--- config.mk ---
export PLATFORM = sky130hd
export DESIGN_NAME = plab4_net_router_output_ctrl_tdm
export DESIGN_NICKNAME = d
export VERILOG_FILES = /design/src/rtl/plab4_net_router_output_ctrl_tdm.sv
export SDC_FILE = /design/constraint.sdc
export NUM_CORES = 1
export LEC_CHECK = 0
export CAP_MARGIN = 20
export CORE_UTILIZATION = 50
export CTS_CLUSTER_DIAMETER = 40
export DETAILED_ROUTE_END_ITERATION = 12
export PLACE_DENSITY = 0.78
export SLEW_MARGIN = 25
export SYNTH_ARGS = -nofsm -noshare
export SYNTH_HDL_FRONTEND = slang
export SYNTH_SLANG_ARGS = --single-unit
--- constraint.sdc ---
create_clock -name clk -period 3.2 [get_ports clk]
set_input_delay 0.48 -clock clk [delete_from_list [all_inputs] [get_ports clk]]
set_output_delay 0.48 -clock clk [all_outputs]
set_load 0.05 [all_outputs]
--- src/rtl/plab4_net_router_output_ctrl_tdm.sv ---
// Output-port control for the two-domain router: TDM domain slots, round-robin within the active domain.
// Latency: zero cycles from reqs to grants/sel/out_val; pointers and slot timer update at posedge.
// Backpressure: out_rdy=0 suppresses grants and freezes pointers; the slot timer keeps running.
module plab4_net_router_output_ctrl_tdm #(
    parameter int p_num_ins     = 3,
    parameter int p_slot_cycles = 4
) (
    input  logic                                clk,
    input  logic                                reset,
    input  logic [p_num_ins-1:0]                reqs,
    input  logic [p_num_ins-1:0]                req_domain,
    input  logic                                out_rdy,
    output logic [p_num_ins-1:0]                grants,
    output logic [$clog2(p_num_ins)-1:0]        sel,
    output logic                                out_val,
    output logic                                domain
);

    localparam int c_sel_nbits = $clog2(p_num_ins);
    localparam int c_cnt_nbits = (p_slot_cycles > 1) ? $clog2(p_slot_cycles) : 1;
    localparam int c_sum_nbits = c_sel_nbits + 1;

    logic                       dom_q;
    logic [c_cnt_nbits-1:0]     slot_cnt;
    logic [c_sel_nbits-1:0]     rr_ptr_d0;
    logic [c_sel_nbits-1:0]     rr_ptr_d1;

    logic [p_num_ins-1:0]       elig;
    logic [c_sel_nbits-1:0]     ptr;
    logic [c_sel_nbits-1:0]     win;
    logic [c_sel_nbits-1:0]     win_next;
    logic [c_sum_nbits-1:0]     scan_sum;
    logic [c_sel_nbits-1:0]     scan_idx;
    logic                       found;
    logic                       grant_en;

    // Only requests tagged with the slot-owning domain may compete.
    assign elig = reqs & ~(req_domain ^ {p_num_ins{dom_q}});

    // Round-robin scan starting at the active domain's pointer; first eligible input wins.
    always_comb begin
        ptr      = dom_q ? rr_ptr_d1 : rr_ptr_d0;
        found    = 1'b0;
        win      = '0;
        scan_sum = '0;
        scan_idx = '0;
        for (int k = 0; k < p_num_ins; k++) begin
            // ptr and k are both below p_num_ins, so one subtraction wraps the sum.
            scan_sum = {1'b0, ptr} + c_sum_nbits'(k);
            if (scan_sum >= c_sum_nbits'(p_num_ins)) begin
                scan_sum = scan_sum - c_sum_nbits'(p_num_ins);
            end
            scan_idx = scan_sum[c_sel_nbits-1:0];
            if (!found && elig[scan_idx]) begin
                found = 1'b1;
                win   = scan_idx;
            end
        end
    end

    // Grant only when downstream is ready and never while reset is asserted.
    always_comb begin
        grant_en = found & out_rdy & ~reset;
        grants   = grant_en ? (p_num_ins'(1) << win) : '0;
        sel      = grant_en ? win : '0;
        out_val  = grant_en;
        domain   = dom_q;
        win_next = (win == c_sel_nbits'(p_num_ins - 1)) ? '0 : win + c_sel_nbits'(1);
    end

    // Free-running slot timer plus per-domain pointer update on a grant.
    always_ff @(posedge clk) begin
        if (reset) begin
            dom_q     <= 1'b0;
            slot_cnt  <= '0;
            rr_ptr_d0 <= '0;
            rr_ptr_d1 <= '0;
        end else begin
            if (slot_cnt == c_cnt_nbits'(p_slot_cycles - 1)) begin
                slot_cnt <= '0;
                dom_q    <= ~dom_q;
            end else begin
                slot_cnt <= slot_cnt + c_cnt_nbits'(1);
            end
            if (grant_en) begin
                if (dom_q) begin
                    rr_ptr_d1 <= win_next;
                end else begin
                    rr_ptr_d0 <= win_next;
                end
            end
        end
    end

endmodule

# Yosys cells after proc, flatten, opt, wreduce, memory -nomap -nowiden
# Cells that the tools add are included.
[totals]
mem_bits_ro = 0
latch_bits = 0
wordCells = 53
memories = 0
ramBits = 0
output_inout_bits = 7
reg_bits = 7
input_bits = 9
[classes]
magnitude_cmp = 6
div_mod_pow = 0
eq_ne = 2
reduce_logical = 7
addsub = 7
n_mux = 19
n_bitwise = 7
n_shift = 1
mul = 0
[op_table]
columns = ["cell", "count"]
rows = [
  ["2-bit two-way mux", 9],
  ["2-bit by 3-bit < comparator with 1-bit output (second input constant)", 3],
  ["1-bit binary-select mux with 2-bit select", 3],
  ["3-bit by 2-bit greater-or-equal comparator with 1-bit output (second input constant)", 2],
  ["1-bit two-way mux", 6],
  ["2-bit subtractor (second input constant)", 3],
  ["2-bit by 1-bit adder with 2-bit output (second input constant)", 2],
  ["2-bit == test (second input constant)", 2],
  ["2-bit AND reduction", 2],
  ["2-bit by 1-bit adder with 3-bit output (second input constant)", 1],
  ["2-bit by 2-bit adder with 3-bit output (second input constant)", 1],
  ["3-bit bitwise AND", 1],
  ["3-bit two-way mux", 1],
  ["3-bit inverter", 1],
  ["1-bit by 2-bit left shift with 3-bit output (first input constant)", 1],
  ["3-bit bitwise XOR", 1],
  ["1-bit bitwise AND", 2],
  ["2-bit greater-or-equal comparator (second input constant)", 1],
  ["1-bit logical AND", 2],
  ["1-bit logical NOT", 2],
  ["1-bit inverter", 2],
  ["2-bit OR reduction", 1],
]

# Longest topological paths before layout
[logic_depth]
ltp_word = 15
mapped_depth = 12
depth_no_buf = 10

# Worst setup path after synthesis
# OpenSTA, ideal clock, no wires.
[synth_timing]
path_type = "register to output"
from = "register dom_q (netlist: domain)"
to = "output port grants[2]"
path_slack_ns = -1.431
path_buffers = 2
stages_incl_launch_ff = 11
required_time_ns = 2.720
arrival_time_ns = 4.151
cell_sequence = "dfxtp_1 > buf_6 > mux2i_1 > inv_1 > ha_1 > buf_4 > o211a_1 > nor3_2 > o41ai_4 > nor3_1 > and2_1"
[synth_between]
elab_chain_cells = 15
word_cells_on_any_way = 35
classes_between = "add/sub (5); order compare (3); shift (1); mux (17); bitwise (5); reduce/logical (4)"
[synth_lines]
columns = ["element", "line_no", "rtl"]
rows = [
  ["from (decl)", "23", "logic dom_q;"],
  ["from (signal assigned)", "81", "dom_q <= ~dom_q;"],
  ["branches (longest 14 deep; another with 2-bit by 1-bit adder with 3-bit output)", "n/a", ""],
  ["3-bit two-way mux (*)", "64", "grants = grant_en ? (p_num_ins'(1) << win) : '0;"],
  ["to (decl)", "13", "output logic [p_num_ins-1:0] grants,"],
]
# Every way passes the cells marked *. The select of a mux whose other input is x is not followed.

# Worst setup path in the final report
# Ends and elaborated chain as after synthesis.

==> results.txt <==
VDD IR max - 373.0 uV
Worst r2r src - domain
Max-slew violation count - 0
Max frequency - 318.5 MHz
DP Cell Count - 128
Clock buffer depth - 2
Mapped Nets - 106
Root Buffer - clkbuf_4
Layout cells sized above 1 - 40.16%
CP Launch Type - flop
Gr usage total - 25.23%
Chip height - 42.02 um
Sequential cell area - 143.9 um^2
Fill count - 99
Seq cells post-synth - 7
Vias per cell - 6.188
Post-route DRC - 0
Normalized max-slew margin - 67.29%
Post-synth top flop - dfxtp_1
Ports - 16
Die area - 1766 um^2
Clock Skews - 0.06989 ps
Synth-to-Final Area Change - 51.41%
Cells after Synth - 92
Required @ worst endpoint - 2720 ps
Post-route cell area - 1212 um^2
DR iter-0 viols - 15
CP Data Arrival Time - 2660 ps
Yosys cell types - 42
Area of placed instances - 1074 um^2
Critical path fanouts, max - 8
Starting density of the core - 53.16%
Worst Setup End Kind - primary output
Clock Latency Late Sink - 240 ps
Status - finished, final reports clean
Number of synthesized flops with an enable pin - 0
Pwr/cell area - 533.6 nW/um^2
Final setup fails - 0
Synth Area per Inst - 8.704 um^2
Top-count cell post-synth - nor2_1
Worst slew pin tran - 489.1 ps
Core area - 1506 um^2
Final hold violation count - 0
Syn Std Cell Area - 800.8 um^2
Sequential area share after synthesis - 17.50%
Min-Delay Path Class - flop to flop
Nets@finish - 137
Routability congestion estimate - 0.8157
Synth cell count leaders - nor2_1, dfxtp_1, nand2b_1
Post-DRT Antenna Nets - 0
Row cnt - 14
DP Wirelength - 1539 um
CTS tree - yes
Hold_buf cts - 0
Min cycle time layout - 3139 ps
First-pass GRT wire length - 3353 um
Post-layout util - 80.48%
Final Worst Setup Slack - 60.63 ps
Synth warn - 0
Final worst path period share - 98.11%
Share of the synthesized area in the top cell type - 17.50%
Drt wl/cell - 16.55 um
Sink Count - 7
Dominant cell type by area after synthesis - dfxtp_1
Initial antenna violation count - 0
H-Tree Level Count - 1
Reg clk slew, reported paths - 50 ps
FFs w/ async S/R, synth - 0%
Pin count of the biggest net entering global routing - 9
Via count - 854
Vias in the first global route - 805
First-pass detailed-route iteration total - 4
Largest cells by area after synthesis - dfxtp_1, ha_1, nor2_1
P_leak - 0.0004699 uW
Area of the multi-input gates - 729.5 um^2
CP Class - flop to primary output
ANT cells - 0
Port Buffers - 15
Worst hold start - slot_cnt[0]
Hold Worst Slack - 420.2 ps
CTS buffer count - 3
Final WL - 2284 um
CP startpoint - domain
Non-Filler Instances - 138
Die Wd - 42.02 um
Max Cap Viol - 0
Post-place setup slack - 21.38 ps
Gr ovfl total - 0
-- worst paths after layout --
check        slack [ps]           end  cells after the start
max                  60     grants[2]                     10
min reg2reg         420   slot_cnt[0]                      1
min                 420   slot_cnt[0]                      1
max reg2reg         630  rr_ptr_d1[1]                     10
-- critical path, cell delays in order (launching register included) --
cell,delay (ps)
dfxtp_4,410
mux2i_4,280
inv_2,90
ha_4,330
mux4_2,330
nor2_4,200
nor4b_4,70
o32ai_1,270
buf_4,170
and2_4,140
buf_12,130
-- power by group --
part | switching [uW] | internal, uW | total (uW)
clock network | 27.2 | 47.2 | 74.4
logic | 251 | 212 | 464
registers | 10.4 | 98.5 | 109
total | 289 | 358 | 647
-- per-layer routing --
metal	track usage, %	routed length [um]	vias to the layer above
li1	-	-	406
met1	27.99	938	400
met2	43.75	1168	40
met3	5.172	104	8
met4	15.63	73	0
met5	0	0	-
-- layout by cell type (no fill, tap or decap), types with 2 or more instances in the layout --
master	n
nor2_1	9
o32a_1	2
clkbuf_4	3
nand2b_1	6
o21ai_0	3
clkdlybuf4s50_1	9
nand3_1	2
mux2i_4	2
a31oi_1	2
o32ai_1	3
nor3_4	2
inv_2	3
xnor2_1	3
nand2_2	2
inv_1	2
nor2_2	2
ha_4	2
nand2_1	5
buf_12	3
dfxtp_1	6
nor3_2	2
buf_4	15
nor2b_1	5
ha_1	3
-- final cells by class --
type                    count  share of cell area, %
flip-flops and latches      7                  11.87
multi-input cells          78                  60.17
well taps                  16                  1.651
inverters                   5                  1.548
repair buffers             28                  22.60
clock buffers               4                  2.167
-- state kept, by name, summed over array words and instances (netlist names) --
register   cells
slot_cnt       2
rr_ptr_d0      2
domain         1
rr_ptr_d1      2
-- per-stage QoR --
| step | power [uW] | setup TNS [ps] |
|---|---|---|
| finish | 647.0 | 0 |
| global route | 678.6 | -41.10 |
| CTS | 591.6 | -28.50 |
| detailed placement | 489.6 | 0 |
| global placement | 479.8 | 0 |
| floorplan | 381.8 | -369.8 |
-- cell families (layout without fill, tap and decap cells) --
kind of cell / after synthesis / count (layout) / synth area share (%)
AO/OA/AOI/OAI: 21 / 21 / 24.22
multiplexers: 5 / 5 / 10.47
buffers and inverters: 7 / 37 / 4.688
XOR/XNOR: 4 / 4 / 4.376
adder cells (fa/ha/maj): 5 / 5 / 7.813
AND/OR/NAND/NOR: 43 / 43 / 30.94
flip-flops: 7 / 7 / 17.50
-- repair_timing --
item,4_1_cts,5_1_grt
buffers inserted,3,3
pin swaps,3,4
resized for setup,5,8
endpoints found under the setup margin,6,5
Note: power is estimated with default switching activity, not from simulation.
